### src/rtl/inst_fetch_queue_if.sv
// Fetch unit bundle: redirect input, instruction-memory request/response
// channel, and the decode-side instruction handshake.
// master = fetch queue, slave = its environment (memory + decode + branch unit).
interface inst_fetch_queue_if #(
    parameter int DBITS               = 32,
    parameter int IMEM_ADDR_BIT_WIDTH = 11
);
    logic                           redirect;
    logic [DBITS-1:0]               redirectPc;
    logic                           memReq;
    logic [IMEM_ADDR_BIT_WIDTH-1:0] memAddr;
    logic                           memReady;
    logic                           memRdValid;
    logic [DBITS-1:0]               memRdData;
    logic                           instValid;
    logic [DBITS-1:0]               instWord;
    logic [DBITS-1:0]               instPc;
    logic                           instReady;

    modport master (
        input  redirect, redirectPc, memReady, memRdValid, memRdData, instReady,
        output memReq, memAddr, instValid, instWord, instPc
    );

    modport slave (
        output redirect, redirectPc, memReady, memRdValid, memRdData, instReady,
        input  memReq, memAddr, instValid, instWord, instPc
    );
endinterface

### src/rtl/inst_fetch_queue.sv
// Instruction fetch queue: issues one word fetch at a time to instruction
// memory, buffers returned words with their PCs in a small FIFO, and flushes
// everything on a redirect. A fetch is only issued when the FIFO is guaranteed
// to have room for its response, so a push can never overflow.
module inst_fetch_queue #(
    parameter int               DBITS               = 32,
    parameter logic [DBITS-1:0] START_PC            = 'h40,
    parameter int               DEPTH               = 4,
    parameter int               IMEM_ADDR_BIT_WIDTH = 11
) (
    input  logic          clk,
    input  logic          reset,
    inst_fetch_queue_if.master bus
);
    localparam int PTR_W = $clog2(DEPTH);
    localparam int CNT_W = $clog2(DEPTH + 1);
    localparam logic [CNT_W-1:0] DEPTH_C   = CNT_W'(DEPTH);
    localparam logic [DBITS-1:0] WORD_MASK = ~DBITS'(3);

    typedef enum logic [1:0] {IDLE, REQ, WAIT, DROP} state_t;

    state_t           state_q,    state_d;
    logic [DBITS-1:0] fetch_pc_q, fetch_pc_d;   // next address to request
    logic [DBITS-1:0] req_pc_q,   req_pc_d;     // PC of the outstanding request
    logic             mem_req_q,  mem_req_d;
    logic [PTR_W-1:0] wr_ptr_q,   wr_ptr_d;
    logic [PTR_W-1:0] rd_ptr_q,   rd_ptr_d;
    logic [CNT_W-1:0] count_q,    count_d;

    logic             push;
    logic             pop;
    logic [CNT_W-1:0] count_after;

    logic [DBITS-1:0] word_mem [DEPTH];
    logic [DBITS-1:0] pc_mem   [DEPTH];

    // Next-state logic: FSM, fetch PC and FIFO bookkeeping; redirect overrides all
    always_comb begin
        pop         = (count_q != '0) && bus.instReady && !bus.redirect;
        push        = (state_q == WAIT) && bus.memRdValid && !bus.redirect;
        count_after = count_q + CNT_W'(push) - CNT_W'(pop);

        state_d    = state_q;
        fetch_pc_d = fetch_pc_q;
        req_pc_d   = req_pc_q;
        wr_ptr_d   = wr_ptr_q;
        rd_ptr_d   = rd_ptr_q;
        count_d    = count_q;

        case (state_q)
            IDLE: begin
                // Nothing is outstanding here, so a free slot is enough to issue.
                if (bus.redirect || (count_q < DEPTH_C)) begin
                    state_d = REQ;
                end
            end
            REQ: begin
                if (bus.redirect) begin
                    // An accepted request must have its response swallowed.
                    state_d = bus.memReady ? DROP : REQ;
                end else if (bus.memReady) begin
                    state_d    = WAIT;
                    req_pc_d   = fetch_pc_q;
                    fetch_pc_d = fetch_pc_q + DBITS'(4);
                end
            end
            WAIT: begin
                if (bus.redirect) begin
                    state_d = bus.memRdValid ? IDLE : DROP;
                end else if (bus.memRdValid) begin
                    state_d = (count_after < DEPTH_C) ? REQ : IDLE;
                end
            end
            DROP: begin
                if (bus.memRdValid) begin
                    state_d = IDLE;
                end
            end
            default: state_d = IDLE;
        endcase

        if (bus.redirect) begin
            fetch_pc_d = bus.redirectPc & WORD_MASK;
            wr_ptr_d   = '0;
            rd_ptr_d   = '0;
            count_d    = '0;
        end else begin
            if (push) wr_ptr_d = wr_ptr_q + PTR_W'(1);
            if (pop)  rd_ptr_d = rd_ptr_q + PTR_W'(1);
            count_d = count_after;
        end

        mem_req_d = (state_d == REQ);
    end

    // Control state with asynchronous active-low reset
    always_ff @(posedge clk or negedge reset) begin
        if (!reset) begin
            state_q    <= IDLE;
            fetch_pc_q <= START_PC & WORD_MASK;
            req_pc_q   <= '0;
            mem_req_q  <= 1'b0;
            wr_ptr_q   <= '0;
            rd_ptr_q   <= '0;
            count_q    <= '0;
        end else begin
            state_q    <= state_d;
            fetch_pc_q <= fetch_pc_d;
            req_pc_q   <= req_pc_d;
            mem_req_q  <= mem_req_d;
            wr_ptr_q   <= wr_ptr_d;
            rd_ptr_q   <= rd_ptr_d;
            count_q    <= count_d;
        end
    end

    // FIFO storage; contents are only meaningful below count, so no reset needed
    always_ff @(posedge clk) begin
        if (push) begin
            word_mem[wr_ptr_q] <= bus.memRdData;
            pc_mem[wr_ptr_q]   <= req_pc_q;
        end
    end

    assign bus.memReq    = mem_req_q;
    assign bus.memAddr   = fetch_pc_q[IMEM_ADDR_BIT_WIDTH+1:2];
    assign bus.instValid = (count_q != '0);
    assign bus.instWord  = (count_q != '0) ? word_mem[rd_ptr_q] : '0;
    assign bus.instPc    = (count_q != '0) ? pc_mem[rd_ptr_q]   : '0;

endmodule

### src/flat_wrapper.sv
// flat-port wrapper written by rule: the top's interface ports become plain ports
module inst_fetch_queue_flat 
#(
    parameter int               DBITS               = 32,
    parameter logic [DBITS-1:0] START_PC            = 'h40,
    parameter int               DEPTH               = 4,
    parameter int               IMEM_ADDR_BIT_WIDTH = 11
)
  (clk, reset, bus_redirect, bus_redirectPc, bus_memReady, bus_memRdValid, bus_memRdData, bus_instReady, bus_memReq, bus_memAddr, bus_instValid, bus_instWord, bus_instPc);
  inst_fetch_queue_if #(.DBITS(DBITS), .IMEM_ADDR_BIT_WIDTH(IMEM_ADDR_BIT_WIDTH)) bus_i ();
  input  logic clk;
  input  logic reset;
  input wire logic [$bits(bus_i.redirect)-1:0] bus_redirect;
  input wire logic [$bits(bus_i.redirectPc)-1:0] bus_redirectPc;
  input wire logic [$bits(bus_i.memReady)-1:0] bus_memReady;
  input wire logic [$bits(bus_i.memRdValid)-1:0] bus_memRdValid;
  input wire logic [$bits(bus_i.memRdData)-1:0] bus_memRdData;
  input wire logic [$bits(bus_i.instReady)-1:0] bus_instReady;
  output wire logic [$bits(bus_i.memReq)-1:0] bus_memReq;
  output wire logic [$bits(bus_i.memAddr)-1:0] bus_memAddr;
  output wire logic [$bits(bus_i.instValid)-1:0] bus_instValid;
  output wire logic [$bits(bus_i.instWord)-1:0] bus_instWord;
  output wire logic [$bits(bus_i.instPc)-1:0] bus_instPc;
  assign bus_i.redirect = bus_redirect;
  assign bus_i.redirectPc = bus_redirectPc;
  assign bus_i.memReady = bus_memReady;
  assign bus_i.memRdValid = bus_memRdValid;
  assign bus_i.memRdData = bus_memRdData;
  assign bus_i.instReady = bus_instReady;
  assign bus_memReq = bus_i.memReq;
  assign bus_memAddr = bus_i.memAddr;
  assign bus_instValid = bus_i.instValid;
  assign bus_instWord = bus_i.instWord;
  assign bus_instPc = bus_i.instPc;
  inst_fetch_queue #(.DBITS(DBITS), .START_PC(START_PC), .DEPTH(DEPTH), .IMEM_ADDR_BIT_WIDTH(IMEM_ADDR_BIT_WIDTH)) u_core (.clk(clk), .reset(reset), .bus(bus_i));
endmodule
### config.mk
export PLATFORM = sky130hd
export DESIGN_NAME = inst_fetch_queue_flat
export DESIGN_NICKNAME = d
export VERILOG_FILES = /design/src/rtl/inst_fetch_queue_if.sv /design/src/rtl/inst_fetch_queue.sv /design/src/flat_wrapper.sv
export SDC_FILE = /design/constraint.sdc
export NUM_CORES = 1
export LEC_CHECK = 0
export BUFFER_PORTS_ARGS = -buffer_cell sky130_fd_sc_hd__clkbuf_2
export CELL_PAD_IN_SITES_DETAIL_PLACEMENT = 1
export CELL_PAD_IN_SITES_GLOBAL_PLACEMENT = 1
export CORE_UTILIZATION = 36
export CTS_CLUSTER_DIAMETER = 30
export DETAILED_ROUTE_END_ITERATION = 12
export PLACE_DENSITY = 0.67
export SLEW_MARGIN = 20
export SYNTH_ARGS = -nofsm -noshare
export SYNTH_HDL_FRONTEND = slang
export SYNTH_SLANG_ARGS = --single-unit
### constraint.sdc
create_clock -name clk -period 3.3 [get_ports clk]
set_input_delay 0.495 -clock clk [delete_from_list [all_inputs] [get_ports clk]]
set_output_delay 0.495 -clock clk [all_outputs]
set_load 0.01 [all_outputs]
# ---- After elaboration in Yosys (flattened, before gate mapping)
# Memory sizes are Yosys's and may differ from the RTL's.
# Index checks and enable logic that the tools add are counted.
# Widths: inputs -> output; s select.
dict set report totals {
  register_bits 74
  ram_bits 256
  inputBits 70
  out_inout_bits 77
  n_memories 2
}
dict set report classes {
  addsub 5
  order_cmp 2
  n_eq_ne 4
  mux 22
  n_bitwise 1
  n_reduce_logical 14
}
# memory depth word_bits rd rd_ports_with_merged_regs wr line_no
set mem_list {}
lappend mem_list {u_core.pc_mem 4 32 1 0 1 inst_fetch_queue.sv:35} ;# logic [DBITS-1:0] pc_mem [DEPTH];
lappend mem_list {u_core.word_mem 4 32 1 0 1 inst_fetch_queue.sv:34} ;# logic [DBITS-1:0] word_mem [DEPTH];
# cell count
set op_table {}
lappend op_table {{$mux 32} 5}
lappend op_table {{$add 32x3->32 const B} 1}
lappend op_table {{$mux 2} 12}
lappend op_table {{$pmux 2 s4} 1}
lappend op_table {{$reduce_bool 2->1} 4}
lappend op_table {{$lt 3x3->1 const B} 2}
lappend op_table {{$add 2x1->2 const B} 2}
lappend op_table {{$eq 2x1->1 const B} 2}
lappend op_table {{$eq 2x2->1 const B} 2}
lappend op_table {{$logic_and 1x1->1} 4}
lappend op_table {{$add 3x1->3} 1}
lappend op_table {{$mux 1} 3}
lappend op_table {{$mux 3} 1}
lappend op_table {{$reduce_and 3->1} 1}
lappend op_table {{$reduce_bool 3->1} 1}
lappend op_table {{$sub 3x1->3} 1}
lappend op_table {{$logic_not 2->1} 1}
lappend op_table {{$reduce_and 2->1} 1}
lappend op_table {{$logic_not 1->1} 1}
lappend op_table {{$logic_or 1x1->1} 1}
lappend op_table {{$not 1->1} 1}

# ---- Longest topological paths before layout
# Gate-level depths: netlist (run 1).
dict set report logic_depth {
  depth_word 11
  ltp_mapped 13
}

# ---- Worst setup path before layout (run 1)
# No wires, ideal clock.
dict set report synth_path {
  path_kind {input to register}
  from {in bus_redirect}
  to {mem u_core.pc_mem[0][10] (enable)}
  setup_ns 0.426
  arrival_time_ns 2.424
  required_time_ns 2.874
  slack_ns 0.450
  path_stages 3
  path_buffers 1
  cell_sequence {clkbuf_1 -> nor2_1 -> and2_1}
}
dict set report synth_between {
  elab_chain_cells 4
}
# item line_no
set synth_lines {}
lappend synth_lines {{start, declared} flat_wrapper.sv:13} ;# input wire logic [$bits(bus_i.redirect)-1:0] bus_redirect;
lappend synth_lines {{$logic_not 1->1} inst_fetch_queue.sv:40} ;# push = (state_q == WAIT) && bus.memRdValid && !bus.redirect;
lappend synth_lines {{$logic_and 1x1->1} inst_fetch_queue.sv:40}
lappend synth_lines {{$mux 1} inst_fetch_queue.sv:119} ;# if (push) begin
lappend synth_lines {{$mux 1 (not written as such)} inst_fetch_queue.sv:121} ;# pc_mem[wr_ptr_q] <= req_pc_q;
lappend synth_lines {{end, declared} inst_fetch_queue.sv:35}
# No other way between the ends.

# ---- Worst setup path after layout (run 1)
dict set report layout_path {
  from {reg u_core.rd_ptr_q[1]}
  to {out bus_instPc[16]}
}
dict set report layout_between {
  elab_chain_cells 2
}
# item line_no
set layout_lines {}
lappend layout_lines {{start, declared} inst_fetch_queue.sv:27} ;# logic [PTR_W-1:0] rd_ptr_q, rd_ptr_d;
lappend layout_lines {{start signal, assigned} inst_fetch_queue.sv:112} ;# rd_ptr_q <= rd_ptr_d;
lappend layout_lines {{$mem_v2 4x32} --}
lappend layout_lines {{$mux 32} inst_fetch_queue.sv:129} ;# assign bus.instPc = (count_q != '0) ? pc_mem[rd_ptr_q] : '0;
lappend layout_lines {{end, declared} flat_wrapper.sv:23} ;# output wire logic [$bits(bus_i.instPc)-1:0] bus_instPc;
# No other way between the ends.

==> results of run 1 <==
==> cell usage in the layout (no fill, tap or decap), types with 3 or more instances in the layout <==
master      instances
buf_12              7
ha_1                7
nor2b_1             5
nand3_1            14
clkbuf_2          141
nand2_1            22
o21ai_0            18
dfrtp_1            67
xnor2_1             6
or4b_2              5
edfxtp_1          248
clkbuf_1           10
or3_1               8
clkbuf_16          66
nor4_1              3
or4_1              16
xor2_1              8
mux2_2             30
o41ai_1             6
inv_6               7
bufinv_16           4
and2_4              4
clkinvlp_4          5
clkinv_2           11
clkinv_1           12
inv_1              11
buf_4              13
a31oi_1            18
nor2_1             27
nand4_1             7
o31ai_1             9
mux4_2             62
and2_1             63
==> flip-flops by register name, indices dropped and copies added, names as in the netlist <==
signal	count
u_core.count_q	3
u_core.rd_ptr_q	2
u_core.word_mem	128
u_core.pc_mem	120
u_core.wr_ptr_q	2
u_core.bus.memReq	1
u_core.state_q	2
u_core.req_pc_q	30
u_core.fetch_pc_q	30
==> area by class of cell <==
class                           count  area (um2)  share of cell area (%)
Clock buffer                       77        1700                    10.4
Clock inverter                     44         424                    2.60
Inverter                           12        45.0                   0.276
Sequential cell                   318        9210                    56.3
Multi-Input combinational cell    359        3430                    21.0
Timing Repair Buffer              163         958                    5.86
Tap cell                          455         569                    3.48
==> logic make-up after synthesis <==
group                    Yosys count
AO/OA/AOI/OAI                     54
XOR/XNOR                          14
adder cells (fa/ha/maj)            8
buffers and inverters             63
flip-flops                       318
multiplexers                      94
other                              1
AND/OR/NAND/NOR                  187
==> through the flow <==
stage | worst slack, ns | instance area [um2]
3_5_place_dp | 0.551 | 14200
5_1_grt | 0.353 | 16300
6_report | 0.472 | 16300
2_1_floorplan | 0.450 | 12900
4_1_cts | 0.396 | 16300
3_3_place_gp | 0.577 | 14200
==> worst paths after layout <==
check	start	endpoint	slack [ns]
worst min-delay path	bus_redirectPc[5]	u_core.fetch_pc_q[5]$_DFFE_PN0P_	0.15
worst min register to register	u_core.req_pc_q[11]$_DFFE_PN0P_	u_core.pc_mem[2][11]$_DFFE_PP_	0.52
worst max register to register	u_core.count_q[2]$_DFF_PN0_	u_core.bus.memReq$_DFF_PN0_	0.54
max in group asynchronous	reset	u_core.fetch_pc_q[15]$_DFFE_PN0P_	1.88
worst max-delay path	u_core.rd_ptr_q[1]$_DFFE_PN0P_	bus_instPc[16]	0.47
min in group asynchronous	reset	u_core.req_pc_q[6]$_DFFE_PN0P_	0.48
==> power breakdown <==
group          switching (mW)  internal [mW]
clock                    2.17           4.04
combinational            1.27           1.14
sequential              0.391           4.88
total                    3.83           10.1
==> critical path, stage by stage (launching register included) <==
cell      delay [ns]
dfrtp_4         0.77
buf_12          0.32
mux4_2          0.34
and2_1          0.19
clkbuf_2        0.13
==> per-layer routing <==
| metal | vias up | wire [um] |
|---|---|---|
| li1 | 3276 | - |
| met1 | 3768 | 13900 |
| met2 | 195 | 14300 |
| met3 | 67 | 1400 |
| met4 | 0 | 794 |
| met5 | - | 0 |
==> impl_metrics.toml, run 1 <==
[run_status]
outcome = "finished, final reports clean"

[sta]
finalCritPeriodShare_pct = 85.7
max_freq_ghz = 0.354
setup_viol = 0
clock_skew_ns = 0.0173
fin_hold_ws_ns = 0.148
slew_headroom_pct = 53.2
finalMaxSlewViolations = 0
rsz0062_at_grt = "false"
post-route-min-period_ns = 2.83
fin_setup_tns_ns = 0
tightestPinTransition_ns = 0.702
finalHoldViolCount = 0

[synth]
synth_compound_area_share_pct = 2.68
async_flop_share_pct = 22.0
synth_cells = 739
ys_top_cells_by_count = "edfxtp_1 (248), dfrtp_1 (69), and2_1 (67)"
synth_top_family_by_area = "multiplexers"
synth_seq_cells = 318
synth_cell_types = 44
netlist_area_um2 = 12900
syn_area_per_cell_um2 = 17.5
seq_area_frac_synth_pct = 71.3
yosys.area_share.adder_pct = 0.833
synthXorXnorAreaFrac_pct = 0.950
yosys-mux-area-fraction_pct = 13.6
synth.top_cell.area_share_pct = 57.7
synthSimpleGateAreaFrac_pct = 8.38
synth_top_area_cell = "edfxtp_1"
ys_top_cells_by_area = "edfxtp_1 (58%), dfrtp_1 (13%), mux4_2 (11%), and2_1 (3.2%), mux2_2 (2.6%)"
synth.most_common_cell = "edfxtp_1"
synth_edf_count = 248
yosys_warnings = 0
synthFlopType = "edfxtp_1"

[cts]
clk-insertion-delay-late_ns = 0.56
clockRootBuffer = "clkbuf_16"
cts_sinks = 318
postCtsHoldBufs = 1
cts_buffer_depth = 3
ctsResizeCount = 0
cts_inserted_buffers = 66
htreeDepth = 3
cts_tree = "built"
post-cts-setup-buffers = 0
path_clk_slew_ns = 0.04

[power]
p_total_mw = 13.9
ir_worst_vdd_v = 0.000537
power_density_nw_per_um2 = 850
p_leak_nw = 5.88

[routing]
vias_per_cell = 5.12
drt_iter0_markers = 321
ant_nets = 0
vias = 7306
routed_wirelength_mm = 30.4
drt-pass1-iter-count = 4
route.detailed.drc = 0
wl_per_cell_um = 21.3

[grt]
gr-usage-met1_pct = 23.8
gr-usage-met2_pct = 27.6
top_usage_layer = "met2"
antenna_found_initial = 0
gr-total-overflow = 0
grt_max_degree = 65
track_usage_pct = 17.4
use_met3_pct = 3.64
grt_pass1_vias = 7997
grt_pass1_wl_mm = 47.5

[die]
dieArea_um2 = 36600
die_w_um = 191
core_um2 = 34900
ioPinCount = 147
initial_utilization_pct = 37.0
die_h_um = 191
num_rows = 68

[placement]
dp.cells = 1306
place.gp.congestion = 0.759
hpwlAfterDp_mm = 18.5
port_buffers = 142

[final_layout]
drive_above_1_share_pct = 38.1
fillers = 3404
layout.cells.non_filler = 1428
area_growth_pct = 26.6
antennaDiodeCount = 0
final_util_pct = 46.8
fin_nets = 998

[min_path]
min_path_cells = 3
hold_path_class = "in -> reg"

[setup_path]
start_kind = "flip-flop"
worstSetupPathType = "reg -> out"
worstRegToRegCells = 12
worstPathArrival_ns = 2.33
critPathMaxFanout = 35
worstPathRequired_ns = 2.80
end_kind = "primary output"

[job]
max-cap-violations = 0
Power figures use the tool's default switching activity.
==> run 2, diff against run 1 <==
ABC_AREA = 1   (was unset)
PLACE_DENSITY = 0.71   (was 0.67)
==> impl_metrics.toml, run 2 <==
[cts]
path_clk_slew_ns = 0.05
clockRootBuffer = "clkbuf_16"
cts_sinks = 318
cts_tree = "built"
clk-insertion-delay-late_ns = 0.58
cts_inserted_buffers = 69
cts_buffer_depth = 3
htreeDepth = 3
post-cts-setup-buffers = 0
postCtsHoldBufs = 1
ctsResizeCount = 0

[min_path]
hold_path_class = "in -> reg"
hp-start = "bus_memRdData[2]"

[setup_path]
cpLargestDelayFamily = "buffers and inverters"
worstReg2RegStart = "u_core.state_q[1]$_DFF_PN0_"
cp_common_cell = "nor2_1"
worstPathRequired_ns = 2.80
start_kind = "flip-flop"
worstPathArrival_ns = 2.44
r2r_setup_slack_ns = 0.90
cp_slowest_stage_delay_ns = 0.44
cp_slowest_cell = "buf_12"
critPathMaxFanout = 125
worstPathCellList = "buf_12 > nor2_1 > nor2_1 > o21ai_0 > a21oi_1 > clkbuf_2"
worstSetupPathType = "reg -> out"
end_kind = "primary output"
critPathBufInv = 2
crit_path_start = "u_core.rd_ptr_q[0]$_DFFE_PN0P_"

[placement]
place.gp.congestion = 0.839
hpwlAfterDp_mm = 22.0
dpl_cell_area_um2 = 14800
port_buffers = 142

[final_layout]
final_util_pct = 46.5
mostFrequentLayoutCells = "nor2_1 (304), edfxtp_1 (248), nand2_1 (208)"
final_area_um2 = 17100
top_register = "u_core.word_mem"
drive_above_1_share_pct = 19.7
area_growth_pct = 26.4
fin_nets = 1545
antennaDiodeCount = 0
top_regs = "u_core.word_mem: 128 flops, u_core.pc_mem: 120 flops"
final_common_cell = "nor2_1"
largest_reg_flops = 128

[run_status]
outcome = "finished, final reports clean"

[power]
internal-power_mw = 10.2
clockPowerShare_pct = 45.2
p_total_mw = 14.9
sequentialPowerShare_pct = 36.0
p_leak_nw = 6.76
p_comb_share_pct = 18.9
swShare_pct = 31.4
p_sw_mw = 4.67
power_density_nw_per_um2 = 868
ir_worst_vdd_v = 0.000430

[job]
max-cap-violations = 0

[die]
core_um2 = 36900
die_w_um = 196
dieArea_um2 = 38400
initial_utilization_pct = 36.8
ioPinCount = 147
die_h_um = 196
num_rows = 70

[routing]
drt-pass1-iter-count = 5
ant_nets = 0
routed_wirelength_mm = 36.3
vias_per_cell = 4.88
route.detailed.drc = 0
vias = 9896
drt_iter0_markers = 442
wl_per_cell_um = 17.9

[synth]
synth_edf_count = 248
seq_area_frac_synth_pct = 67.9
synth_cells = 1307
ys_top_cells_by_area = "edfxtp_1 (55%), dfrtp_1 (13%), nor2_1 (8.5%), o21ai_0 (6.7%), nand2_1 (5.8%)"
ys_top_cells_by_count = "nor2_1 (308), edfxtp_1 (248), nand2_1 (208)"
synth_top_area_cell = "edfxtp_1"
synthFlopType = "edfxtp_1"
netlist_area_um2 = 13600
synth_seq_cells = 318
synth.most_common_cell = "nor2_1"
syn_area_per_cell_um2 = 10.4
synth_cell_types = 29
yosys_warnings = 0
async_flop_share_pct = 22.0
synth.top_cell.area_share_pct = 54.9

[sta]
finalMaxSlewViolations = 0
slew_headroom_pct = 38.5
finalHoldViolCount = 0
fin_hold_ws_ns = 0.152
tightestPinTransition_ns = 0.922
post-route-min-period_ns = 2.93
finalCritPeriodShare_pct = 88.9
clock_skew_ns = 0.0223
setup_viol = 0
max_freq_ghz = 0.341
rsz0062_at_grt = "false"

[grt]
grt_pass1_vias = 10592
grt_max_degree = 126
gr-total-overflow = 0
grt_pass1_wl_mm = 57.0
track_usage_pct = 19.4
antenna_found_initial = 0
[run 2: cell count changes in the layout (fill, tap and decap cells not counted), sizes merged, moves of 16 or more]
| cell | delta |
|---|---|
| a21oi | +70 |
| nor2 | +287 |
| o21ai | +164 |
| and2 | -67 |
| a31oi | -17 |
| or4 | -16 |
| nand2 | +189 |
| inv | +64 |
| mux4 | -62 |
| mux2 | -30 |
[run 2: layer usage]
layer | wire, um | global-route usage, % | part of all wire, %
met1 | 15900 | 24.0 | 44
met2 | 17800 | 33.2 | 49
met3 | 1510 | 3.82 | 4.2
met4 | 986 | 8.04 | 2.7
met5 | 0 | 0 | 0
[run 2: power groups by stage]
| stage | clock (mW) | combinational [mW] | sequential [mW] |
|---|---|---|---|
| floorplan | 0 | 1.78 | 5.22 |
| global placement | 0 | 2.76 | 5.35 |
| detailed placement | 0 | 2.84 | 5.40 |
| CTS | 6.85 | 2.87 | 5.34 |
| global route | 7.04 | 3.15 | 5.40 |
| finish | 6.71 | 2.81 | 5.34 |
[run 2: cell families (layout without fill, tap and decap cells)]
| group | count (synthesis) | count (layout) | share of synthesized area [%] |
|---|---|---|---|
| buffers and inverters | 153 | 368 | 4.86 |
| AO/OA/AOI/OAI | 262 | 262 | 9.88 |
| AND/OR/NAND/NOR | 558 | 558 | 16.1 |
| flip-flops | 318 | 318 | 67.9 |
| adder cells (fa/ha/maj) | 8 | 8 | 0.794 |
| other | 1 | 2 | 0.0277 |
| XOR/XNOR | 7 | 7 | 0.452 |
[run 2: worst reg2reg max path, delay by kind of cell, from the launching register on]
| kind | cells | cell delay (ns) |
|---|---|---|
| DFF | 1 | 0.39 |
| buffers and inverters | 3 | 0.70 |
| and+or+nand+nor | 4 | 0.91 |
[run 2: worst paths after layout]
| path | to | cells past startpoint |
|---|---|---|
| max in group asynchronous | u_core.rd_ptr_q[0]$_DFFE_PN0P_ | 3 |
| hold / removal | u_core.word_mem[3][2]$_DFFE_PP_ | 1 |
| hold reg to reg | u_core.pc_mem[0][9]$_DFFE_PP_ | 0 |
| setup / recovery | bus_instPc[20] | 6 |
| setup reg to reg | u_core.word_mem[3][10]$_DFFE_PP_ | 7 |
| min in group asynchronous | u_core.fetch_pc_q[26]$_DFFE_PN0P_ | 2 |
[run 2: per-stage QoR]
stage | setup TNS [ns] | worst slack [ns] | instances
after floorplan | -180.84 | -0.729 | 1308
after global placement | 0 | 0.946 | 1899
after detailed placement | 0 | 0.903 | 1899
after CTS | 0 | 0.326 | 2027
after global routing | 0 | 0.266 | 2027
final | 0 | 0.367 | 2027
[run 2: area by class of cell]
class	count	area, um2
Clock inverter	47	489
Inverter	79	297
Sequential cell	318	9210
Tap cell	504	631
Multi-Input combinational cell	837	3730
Clock buffer	80	1840
Timing Repair Buffer	162	938
Fill cell	4051	19700
==> run 3, diff against run 2 <==
REMOVE_ABC_BUFFERS = 1   (was unset)
==> impl_metrics.toml, run 3 (synthesis results as in run 2) <==
[final_layout]
area_growth_pct = 27.7
drive_above_1_share_pct = 19.6
final_common_cell = "nor2_1"
final-seq-area_um2 = 9210
multiInputGateArea_um2 = 3730
layout.cells.non_filler = 2037
top_regs = "u_core.word_mem: 128 flops, u_core.pc_mem: 120 flops"
fin_nets = 1552
largest_reg_flops = 128
antennaDiodeCount = 0
mostFrequentLayoutCells = "nor2_1 (304), edfxtp_1 (248), nand2_1 (207)"
top_register = "u_core.word_mem"
fillers = 4020

[sta]
setup_viol = 0
fin_hold_ws_ns = 0.100
max_freq_ghz = 0.348
finalHoldViolCount = 0
fin_setup_tns_ns = 0
slew_headroom_pct = 32.0
finalMaxSlewViolations = 0
clock_skew_ns = 0.0236
post-route-min-period_ns = 2.87
tightestPinTransition_ns = 1.02
rsz0062_at_grt = "false"
finalCritPeriodShare_pct = 87.1

[cts]
ctsResizeCount = 0
htreeDepth = 3
cts_buffer_depth = 3
cts_tree = "built"
clockRootBuffer = "clkbuf_16"
post-cts-setup-buffers = 0
postCtsHoldBufs = 0
clk-insertion-delay-late_ns = 0.57
cts_inserted_buffers = 75
path_clk_slew_ns = 0.05
cts_sinks = 318

[setup_path]
critPathBufInv = 2
end_kind = "primary output"
start_kind = "flip-flop"
cpLargestDelayFamily = "buffers and inverters"
worstPathRequired_ns = 2.80
critPathMaxFanout = 63
worstSetupPathType = "reg -> out"
worstPathArrival_ns = 2.38
cp_slowest_stage_delay_ns = 0.76
cp_slowest_cell = "buf_4"
worstPathCellList = "nor3_4 > buf_4 > a21oi_1 > clkbuf_2"

[grt]
grt_pass1_wl_mm = 58.5
grt_pass1_vias = 10769
track_usage_pct = 20.0
grt_max_degree = 98
antenna_found_initial = 0
gr-total-overflow = 0

[power]
p_leak_nw = 6.88
ir_worst_vdd_v = 0.000573
p_total_mw = 15.3
power_density_nw_per_um2 = 886

[die]
ioPinCount = 147
dieArea_um2 = 38400
die_h_um = 196
die_w_um = 196
core_um2 = 36900
num_rows = 70
initial_utilization_pct = 36.8

[routing]
drt-pass1-iter-count = 4
vias = 9987
route.detailed.drc = 0
ant_nets = 0
wl_per_cell_um = 18.5
drt_iter0_markers = 466
routed_wirelength_mm = 37.6
vias_per_cell = 4.90

[job]
max-cap-violations = 0

[placement]
place.gp.congestion = 0.828
hpwlAfterDp_mm = 22.4
port_buffers = 142
dp.cells = 1901

[min_path]
hold_path_class = "in -> async"

[run_status]
outcome = "finished, final reports clean"
run 3: worst paths after layout:
kind / from / to / slack, ns / depth (start not counted)
setup / recovery: u_core.count_q[1]$_DFF_PN0_ / bus_instPc[9] / 0.43 / 4
hold / removal: reset / u_core.req_pc_q[27]$_DFFE_PN0P_ / 0.10 / 1
setup reg to reg: u_core.count_q[1]$_DFF_PN0_ / u_core.bus.memReq$_DFF_PN0_ / 0.87 / 14
hold reg to reg: u_core.req_pc_q[25]$_DFFE_PN0P_ / u_core.pc_mem[1][25]$_DFFE_PP_ / 0.51 / 0
max in group asynchronous: reset / u_core.rd_ptr_q[0]$_DFFE_PN0P_ / 2.42 / 1
min in group clk: bus_memRdData[15] / u_core.word_mem[1][15]$_DFFE_PP_ / 0.14 / 1
run 3: worst register-to-register path, stage by stage, from the launching register on:
cell	delay, ns
dfrtp_1	0.45
nor3_4	0.22
nor2_1	0.09
inv_1	0.10
nor2_1	0.05
ha_1	0.29
inv_1	0.07
ha_1	0.16
inv_1	0.06
fa_1	0.39
nand3_1	0.12
nand3_1	0.08
nand2_1	0.06
nand2_1	0.06
a21oi_1	0.15
run 3: routing by layer:
| layer | share of wire, % | GRT usage [%] |
|---|---|---|
| met2 | 50 | 34.3 |
| met1 | 43 | 24.8 |
| met4 | 2.6 | 7.67 |
| met3 | 4.5 | 4.31 |
| met5 | 0 | 0 |
run 3: stage by stage:
stage	worst slack, ns	instance area [um2]	util, %
6_report	0.427	17300	47.0
3_5_place_dp	0.717	14800	40.2
5_1_grt	0.318	17300	47.0
2_1_floorplan	-1.08	13200	-
4_1_cts	0.358	17300	47.0
3_3_place_gp	0.793	14800	40.2
run 3: where the power goes:
part | total [mW] | switching (mW) | internal, mW
Combinational | 2.83 | 1.95 | 0.879
Clock | 7.20 | 2.26 | 4.94
Sequential | 5.32 | 0.421 | 4.90
run 3: cell type report:
| type | count | area share (%) |
|---|---|---|
| Clock buffer | 90 | 11.3 |
| Clock inverter | 46 | 3.04 |
| Inverter | 79 | 1.72 |
| Multi-Input combinational cell | 837 | 21.6 |
| Sequential cell | 318 | 53.2 |
| Tap cell | 504 | 3.64 |
| Timing Repair Buffer | 163 | 5.52 |
